===== src/rtl/aes_blk_feeder_pkg.sv =====
// rtl/aes_blk_feeder_pkg.sv - shared AES types, feeder entry struct and key masking
package aes_blk_feeder_pkg;

    typedef logic [127:0] aes_128;
    typedef logic [255:0] key_256;

    typedef enum logic [1:0] {
        NOOP    = 2'd0,
        ENC_128 = 2'd1,
        ENC_192 = 2'd2,
        ENC_256 = 2'd3
    } mode;

    typedef enum logic {
        PK_IDLE = 1'b0,
        PK_FILL = 1'b1
    } pk_state;

    typedef struct packed {
        aes_128     data;
        key_256     key;
        mode        m;
        logic [1:0] pad;
    } feeder_entry;

    localparam int FIFO_DEPTH = 2;

    // Keys are MSB-aligned; bits below the key length are forced to zero so the
    // core never sees stale configuration bits. NOOP carries no key at all.
    function automatic key_256 key_mask(input mode m, input key_256 k);
        key_256 r;
        r = k;
        case (m)
            ENC_128: r[127:0] = '0;
            ENC_192: r[63:0]  = '0;
            ENC_256: r        = k;
            default: r        = '0;
        endcase
        return r;
    endfunction

endpackage


===== src/rtl/aes_blk_feeder_fifo.sv =====
// rtl/aes_blk_feeder_fifo.sv - 2-entry block buffer whose head slot is the staged block
module aes_blk_fifo
    import aes_blk_feeder_pkg::*;
(
    input  logic        clk,
    input  logic        rst,
    input  logic        push,
    input  feeder_entry push_entry,
    input  logic        pop,
    output feeder_entry head,
    output logic [1:0]  count
);

    feeder_entry slot0;
    feeder_entry slot1;
    logic [1:0]  cnt;
    logic        do_pop;
    logic        do_push;

    // Pop on an empty buffer is a no-op; push into a full buffer is only allowed
    // alongside a pop that frees the head.
    assign do_pop  = pop && (cnt != 2'd0);
    assign do_push = push && ((cnt != 2'(FIFO_DEPTH)) || do_pop);

    // Shift-style storage: slot0 is always the head, and any slot not holding a
    // live entry is kept at zero so the head reads as all-zero/NOOP when empty.
    always_ff @(posedge clk or posedge rst) begin
        if (rst) begin
            slot0 <= '0;
            slot1 <= '0;
            cnt   <= 2'd0;
        end else begin
            case ({do_push, do_pop})
                2'b10: begin
                    if (cnt == 2'd0) begin
                        slot0 <= push_entry;
                    end else begin
                        slot1 <= push_entry;
                    end
                    cnt <= cnt + 2'd1;
                end
                2'b01: begin
                    slot0 <= slot1;
                    slot1 <= '0;
                    cnt   <= cnt - 2'd1;
                end
                2'b11: begin
                    if (cnt == 2'd1) begin
                        slot0 <= push_entry;
                    end else begin
                        slot0 <= slot1;
                        slot1 <= push_entry;
                    end
                end
                default: begin
                end
            endcase
        end
    end

    assign head  = slot0;
    assign count = cnt;

endmodule


===== src/rtl/aes_blk_feeder.sv =====
// rtl/aes_blk_feeder.sv - packs 32-bit words into 128-bit AES blocks and stages them for the core
module aes_blk_feeder
    import aes_blk_feeder_pkg::*;
#(
    parameter int CNT_W = 32
)
(
    input  logic             clk,
    input  logic             rst,
    input  logic             cfg_load_i,
    input  key_256           cfg_key_i,
    input  mode              cfg_mode_i,
    output logic             cfg_ready_o,
    input  logic [31:0]      s_data_i,
    input  logic             s_valid_i,
    input  logic             s_last_i,
    output logic             s_ready_o,
    output aes_128           blk_data_o,
    output key_256           blk_key_o,
    output mode              blk_mode_o,
    input  logic             core_ready_i,
    output logic [1:0]       pad_o,
    output logic [CNT_W-1:0] blk_cnt_o
);

    pk_state     state;
    logic [1:0]  idx;
    aes_128      fill;
    mode         cfg_mode;
    key_256      cfg_key;
    logic [1:0]  buf_count;
    feeder_entry head;
    feeder_entry new_entry;
    aes_128      lane_word;
    logic        accept;
    logic        closing;
    logic        retire;

    assign s_ready_o   = (cfg_mode != NOOP) && (buf_count < 2'(FIFO_DEPTH));
    assign cfg_ready_o = (state == PK_IDLE) && (buf_count == 2'd0);
    assign accept      = s_valid_i && s_ready_o;
    assign closing     = accept && ((idx == 2'd3) || s_last_i);
    assign retire      = core_ready_i && (buf_count != 2'd0);

    // Place the incoming word in its lane; word 0 is the most significant lane.
    always_comb begin
        lane_word = '0;
        case (idx)
            2'd0: lane_word[127:96] = s_data_i;
            2'd1: lane_word[95:64]  = s_data_i;
            2'd2: lane_word[63:32]  = s_data_i;
            default: lane_word[31:0] = s_data_i;
        endcase
    end

    // The closing word is merged straight into the pushed entry; lanes after it
    // stay zero because the fill register is cleared on every close.
    always_comb begin
        new_entry      = '0;
        new_entry.data = fill | lane_word;
        new_entry.key  = cfg_key;
        new_entry.m    = cfg_mode;
        new_entry.pad  = 2'd3 - idx;
    end

    // Packer state machine plus the configuration registers it guards.
    always_ff @(posedge clk or posedge rst) begin
        if (rst) begin
            state    <= PK_IDLE;
            idx      <= 2'd0;
            fill     <= '0;
            cfg_mode <= NOOP;
            cfg_key  <= '0;
        end else begin
            if (cfg_load_i && cfg_ready_o) begin
                cfg_mode <= cfg_mode_i;
                cfg_key  <= key_mask(cfg_mode_i, cfg_key_i);
            end
            if (accept) begin
                if (closing) begin
                    state <= PK_IDLE;
                    idx   <= 2'd0;
                    fill  <= '0;
                end else begin
                    state <= PK_FILL;
                    idx   <= idx + 2'd1;
                    fill  <= fill | lane_word;
                end
            end
        end
    end

    // Count every block the core takes from the head of the buffer.
    always_ff @(posedge clk or posedge rst) begin
        if (rst) begin
            blk_cnt_o <= '0;
        end else if (retire) begin
            blk_cnt_o <= blk_cnt_o + {{(CNT_W-1){1'b0}}, 1'b1};
        end
    end

    aes_blk_fifo u_fifo (
        .clk        (clk),
        .rst        (rst),
        .push       (closing),
        .push_entry (new_entry),
        .pop        (core_ready_i),
        .head       (head),
        .count      (buf_count)
    );

    assign blk_data_o = head.data;
    assign blk_key_o  = head.key;
    assign blk_mode_o = head.m;
    assign pad_o      = head.pad;

endmodule


===== config.mk =====
export PLATFORM = sky130hd
export DESIGN_NAME = aes_blk_feeder
export DESIGN_NICKNAME = d
export VERILOG_FILES = /design/src/rtl/aes_blk_feeder_pkg.sv /design/src/rtl/aes_blk_feeder_fifo.sv /design/src/rtl/aes_blk_feeder.sv
export SDC_FILE = /design/constraint.sdc
export NUM_CORES = 2
export LEC_CHECK = 0
export CORE_MARGIN = 10
export CORE_UTILIZATION = 60
export CTS_BUF_LIST = sky130_fd_sc_hd__clkbuf_16
export DETAILED_ROUTE_END_ITERATION = 8
export PLACE_DENSITY = 0.86
export SLEW_MARGIN = 15
export SYNTH_ARGS = -nofsm -noshare
export SYNTH_HDL_FRONTEND = slang
export SYNTH_HIERARCHICAL = 1
export SYNTH_SLANG_ARGS = --single-unit

===== constraint.sdc =====
create_clock -name clk -period 59.8 [get_ports clk]
set_clock_uncertainty 0.1 [all_clocks]
set_input_delay 11.96 -clock clk [delete_from_list [all_inputs] [get_ports clk]]
set_output_delay 11.96 -clock clk [all_outputs]
set_load 0.02 [all_outputs]

Word level (Yosys, flattened, before mapping)
Cells that the tools add are included.

Bits in registers: 1199. Bits of input ports: 296. Word-level logic and storage cells: 74.

Bitwise logic cells: 2. Muxes and demuxes: 17. Eq/ne operators: 14. $lt $le $gt $ge: 1. Reduce and logical (&&, ||, !) cells: 20. $add $sub $neg: 5.

Operator list (count): $pmux W388 S3 (2); $mux W388 (4); $mux W128 (2); $mux W32 (4); $mux W64 (2); $or A128 B128 Y128 (1); $add A32 B1 Y32 const B (1); $eq A2 B2 Y1 const B (6); $eq A2 B1 Y1 const B (4); $ne A2 B2 Y1 const B (4); $logic_and A1 B1 Y1 (7); $reduce_bool A2 Y1 (3); $reduce_or A3 Y1 (2); $add A2 B1 Y2 const B (2); $logic_not A2 Y1 (2); $pmux W2 S2 (1); $reduce_and A3 Y1 (1); $reduce_bool A3 Y1 (1); $logic_or A1 B1 Y1 (2); $lt A2 B2 Y1 const B (1); $mux W2 (1); $reduce_and A2 Y1 (1); $reduce_or A2 Y1 (1); $sub A2 B1 Y2 const B (1); 3 further kinds (3).

Depth between registers and ports, before layout
Word-level depth: 8. Depth in mapped cells: 13. Mapped depth without buffers: 7.

Hierarchy
The synthesis kept the hierarchy.

Modules (own cells, without submodules): aes_blk_fifo (cells each 3904, area each 36555.1 µm², times used 1, seq. area each 19468.7 µm²); aes_blk_feeder (cells each 1797, area each 17407.9 µm², times used 1, seq. area each 10535.1 µm²).

Least setup slack after synthesis
No wires, ideal clock.

Path type: input -> register. Start: input port s_last_i. End: register u_fifo/slot1[100] (netlist bit). Data arrival time: 13.768 ns. Path buffers: 5. Cell stages on the path: 11. Setup slack: 45.808 ns. Data required time: 59.576 ns. Path through: nor2_1 or2_1 clkbuf_1 inv_1 buf_4 or3b_2 buf_2 buf_2 clkbuf_1 nand2_1 mux2i_1.

Word-level cells in the longest chain between the ends: 6. Elaborated cells between the ends (all ways): 11.

Ends and longest elaborated chain: start: declaration (RTL line aes_blk_feeder.sv:16) `input logic s_last_i,`; $logic_or A1 B1 Y1 * (RTL line aes_blk_feeder.sv:42) `assign closing = accept && ((idx == 2'd3) || s_last_i);`; $logic_and A1 B1 Y1 * (RTL line aes_blk_feeder.sv:42); via closing (RTL line aes_blk_feeder.sv:36) `logic closing;`; $logic_and A1 B1 Y1 * (RTL line aes_blk_feeder_fifo.sv:23) `assign do_push = push && ((cnt != 2'(FIFO_DEPTH)) || do_pop);`; $eq A2 B2 Y1 or $eq A2 B1 Y1 (tied branches) (RTL line aes_blk_feeder_fifo.sv:33) `case ({do_push, do_pop})`; $ne A2 B2 Y1 (no source line) or $reduce_bool A3 Y1 (tied branches); $reduce_and A3 Y1 (no source line); end signal: assignment (RTL line aes_blk_feeder_fifo.sv:38) `slot1 <= push_entry;`; end signal: assignment (RTL line aes_blk_feeder_fifo.sv:52) `slot1 <= push_entry;`; end: declaration (RTL line aes_blk_feeder_fifo.sv:15) `feeder_entry slot1;`.

The timed path passes the listed nets; every way through them passes the cells marked *. A chain may end at the register's enable or synchronous reset.

Worst setup path after layout
Start: input port s_valid_i. End: register u_fifo.slot0, in the netlist u_fifo/head[89].

Word-level cells in the longest chain between the ends: 6. Elaborated cells between the ends (all ways): 10.

Ends and longest elaborated chain: start: declaration (RTL line aes_blk_feeder.sv:15) `input logic s_valid_i,`; $logic_and A1 B1 Y1 * (RTL line aes_blk_feeder.sv:41) `assign accept = s_valid_i && s_ready_o;`; $logic_and A1 B1 Y1 * (RTL line aes_blk_feeder.sv:42); via closing (RTL line aes_blk_feeder.sv:36); $logic_and A1 B1 Y1 * (RTL line aes_blk_feeder_fifo.sv:23); $eq A2 B2 Y1 or $eq A2 B1 Y1 (tied branches) (RTL line aes_blk_feeder_fifo.sv:33); $ne A2 B2 Y1 (no source line) or $reduce_bool A3 Y1 (tied branches); $reduce_and A2 Y1 (no source line); end signal: assignment (RTL line aes_blk_feeder_fifo.sv:36) `slot0 <= push_entry;`; end signal: assignment (RTL line aes_blk_feeder_fifo.sv:43) `slot0 <= slot1;`; end signal: assignment (RTL line aes_blk_feeder_fifo.sv:49) `slot0 <= push_entry;`; end: declaration (RTL line aes_blk_feeder_fifo.sv:14) `feeder_entry slot0;`.

Marked as above.

==> results.yml <==
power:
  power.share.switching: 0.401
  power_frac_comb: 0.395
  internal_power_mw: 2.07
  p_clk_frac: 0.210
  worst_ir_drop_vdd_mv: 0.0515
  power.density_cell_area_nw_per_um2: 53.3
  totalPowerFinal_mw: 3.45
  net-switching-power_mw: 1.38
  sequential_share_of_power: 0.395
  power.static_leakage_nw: 28.6
cells_and_area:
  layout.nets: 6388
  area_growth_syn_to_layout_pct: 19.8
  commonest_non_fill_non_tap_cell_in_the_layout: "dfrtp_1"
  layout.filler_cells: 5974
  drive_above_1_share: 0.0414
  area.sequential_um2: 30000
  multi_input_comb_area_um2: 20200
  final_cell_mix: "dfrtp_1 (1199), nand2_1 (1012), clkdlybuf4s50_1 (716), o21ai_0 (632), inv_1 (426)"
worst_setup_path:
  criticalPathCategory: "in2reg"
  timing.reg2reg.worst_path_depth: 10
  arrival_ps: 17170
  crit_slowest_cell: "buf_4"
  critPathMaxFanout: 84
  beginning_of_the_critical_path: "s_valid_i"
  crit_top_cell: "buf_4"
  critical_path.startpoint_type: "input port"
  critical_path.cell_chain: "clkdlybuf4s50_1 > nand2_4 > or2_2 > inv_1 > and3b_4 > buf_4 > or2_4 > buf_4 > buf_4 > a31oi_1"
  r2r-start: "u_fifo/count[1]$_DFFE_PP0P_"
  reg2reg_setup_slack_ps: 53840
  critical_path.endpoint_type: "register"
  critical_path_max_stage_delay_ps: 880
  critical_path_data_required_time_ps: 60210
hold_path:
  worstHoldStart: "blk_cnt_o[31]$_DFFE_PP0P_"
  holdPathStages: 1
  min_delay_worst_type: "reg2reg"
synthesis:
  synth-seq-area-share: 0.556
  postSynthRegisterBits: 1199
  synth_top_area_share: 0.556
  netlist.top_cell.by_area: "dfrtp_1"
  synth_top_cells_by_area: "dfrtp_1 (56%), mux2i_1 (7.2%), nand2_1 (7.1%), o21ai_0 (5.9%), a31oi_1 (4.5%)"
  synth.lib_cells_used.distinct: 47
  synth_warnings: 6
  synth.cell_area_um2: 54000
  avgSynthCellArea_um2: 9.47
  syn-instance-count: 5701
  postSynthNetCount: 6005
timing:
  finalHoldViolations: 0
  timing.final.crit_period_ps: 16750
  slew_violations: 0
  worstMarginPinSlew_ps: 1410
  slew-limit-headroom: 0.0623
  setup_total_negative_slack_ps: 0
  fin_hold_ws_ps: 388
  min_period_over_period: 0.280
  grt_setup_unrepaired: "no"
  finalSetupViolations: 0
  achievable-frequency_mhz: 59.7
routing:
  wl_per_cell_um: 23.9
  via_count: 46500
  wirelength_um: 176000
  drt-vias-per-instance: 6.32
  drt_iter0_drc: 6681
  drt_drc_violations_left: 0
  number_of_nets_with_antenna_violations_after_detailed_routing: 0
  drt-pass1-iter-count: 8
clock_tree:
  post_cts_hold_buffer_count: 0
  root_buffer: "clkbuf_16"
  h-tree-depth: 3
  max-clock-path-buffers: 3
  tritoncts_num_sinks: 1199
  cts_setup_buffers: 0
  cts_tree: "done"
  post_cts_resize_count: 0
  cts-buffers-inserted: 117
  path_clk_slew_ps: 60
  insertion_delay_ps: 700
die:
  dieWidth_um: 320
  num_io_pins: 718
  initial_standard_cell_utilization_of_the_core: 0.608
  die-height_um: 320
  core_region_area_um2: 88800
  rows: 109
  die_area_um2: 102000
place:
  place.detailed.hpwl_um: 106000
  port_buffers: 717
  finalWeightedCongestion: 0.847
grt:
  number_of_global_route_vias_before_repair: 46100
  grt_max_degree: 254
  global_route.overflow_total: 0
  grt_pass1_wl_um: 272000
  antenna_found_initial: 25
  grt_usage: 0.332
flow_run:
  cap_viol_max_count: 0
run_status:
  outcome: "completed"
==> metrics by stage <==
step / area (um^2) / setup slack [ps] / util / std cells
4_1_cts: 64500 / 43020 / 0.727 / 7347
3_3_place_gp: 60800 / 42410 / 0.685 / 7129
3_5_place_dp: 60800 / 42280 / 0.685 / 7129
2_1_floorplan: 54000 / 25900 / - / 5701
6_report: 64600 / 43050 / 0.728 / 7366
5_1_grt: 64600 / 42930 / 0.728 / 7365
==> cells by family after synthesis <==
logic type      Yosys count  synth area share
simple gates           1895             0.155
compound gates         1265             0.137
flops                  1199             0.556
buf+inv                 909            0.0718
mux                     393            0.0730
xor+xnor                 32           0.00519
fa+ha+maj                 8           0.00185
==> final cells by class <==
class / instances / area share
flip-flops and latches: 1199 / 0.464
multi-input cells: 3593 / 0.312
repair buffers: 774 / 0.119
clock buffers: 118 / 0.0457
inverters: 399 / 0.0234
well taps: 1165 / 0.0226
clock inverters: 100 / 0.0119
diodes: 18 / 0.000697
==> sequential cells by signal, indices dropped and copies added (netlist names) <==
register,flops
u_fifo/head,388
u_fifo/slot1,388
cfg_key,256
fill,128
blk_cnt_o,32
cfg_mode,2
idx,2
u_fifo/count,2
state,1
==> power by group through the flow <==
stage	clock network, mW	logic (mW)	registers (mW)
floorplan	0	0.672	1.45
finish	0.723	1.36	1.36
global placement	0	1.30	1.35
CTS	0.727	1.35	1.35
detailed placement	0	1.34	1.36
global route	0.761	1.46	1.39
==> cells in the mapped netlist, drive strengths merged <==
cell	number
dfrtp	1199
nand2	1015
o21ai	647
nand3	403
inv	399
nor3	393
mux2i	389
a31oi	388
clkbuf	354
buf	156
a21o	128
a21boi	97
and2	36
xor2	18
xnor2	14
and3	10
ha	8
nand4	8
nor4	8
nor2	7
and4	5
mux2	4
or2	3
nor2b	2
or3b	2
a21bo	1
a21oi	1
and3b	1
nand2b	1
o211a	1
o21a	1
o21ba	1
or4	1
==> per-layer routing <==
layer  GRT usage  wire length (um)  vias up
li1            -                 -    20200
met1       0.407             62700    22700
met2       0.521             82800     2975
met3      0.0760             16800      632
met4       0.231             13600       14
met5           0                92        -
==> worst paths after layout <==
kind | end
max | u_fifo/head[89]$_DFFE_PP0P_
min | blk_cnt_o[31]$_DFFE_PP0P_
max reg2reg | u_fifo/head[89]$_DFFE_PP0P_
min reg2reg | blk_cnt_o[31]$_DFFE_PP0P_
max in group asynchronous | u_fifo/slot1[383]$_DFFE_PP0P_
min in group asynchronous | cfg_key[146]$_DFFE_PP0P_
==> worst max-delay path: cells and delay by family <==
kind,cells,cell delay [ps]
buf+inv,5,3360
simple gates,4,1420
compound gates,1,220
No activity file was read; power rests on OpenSTA's default activity.
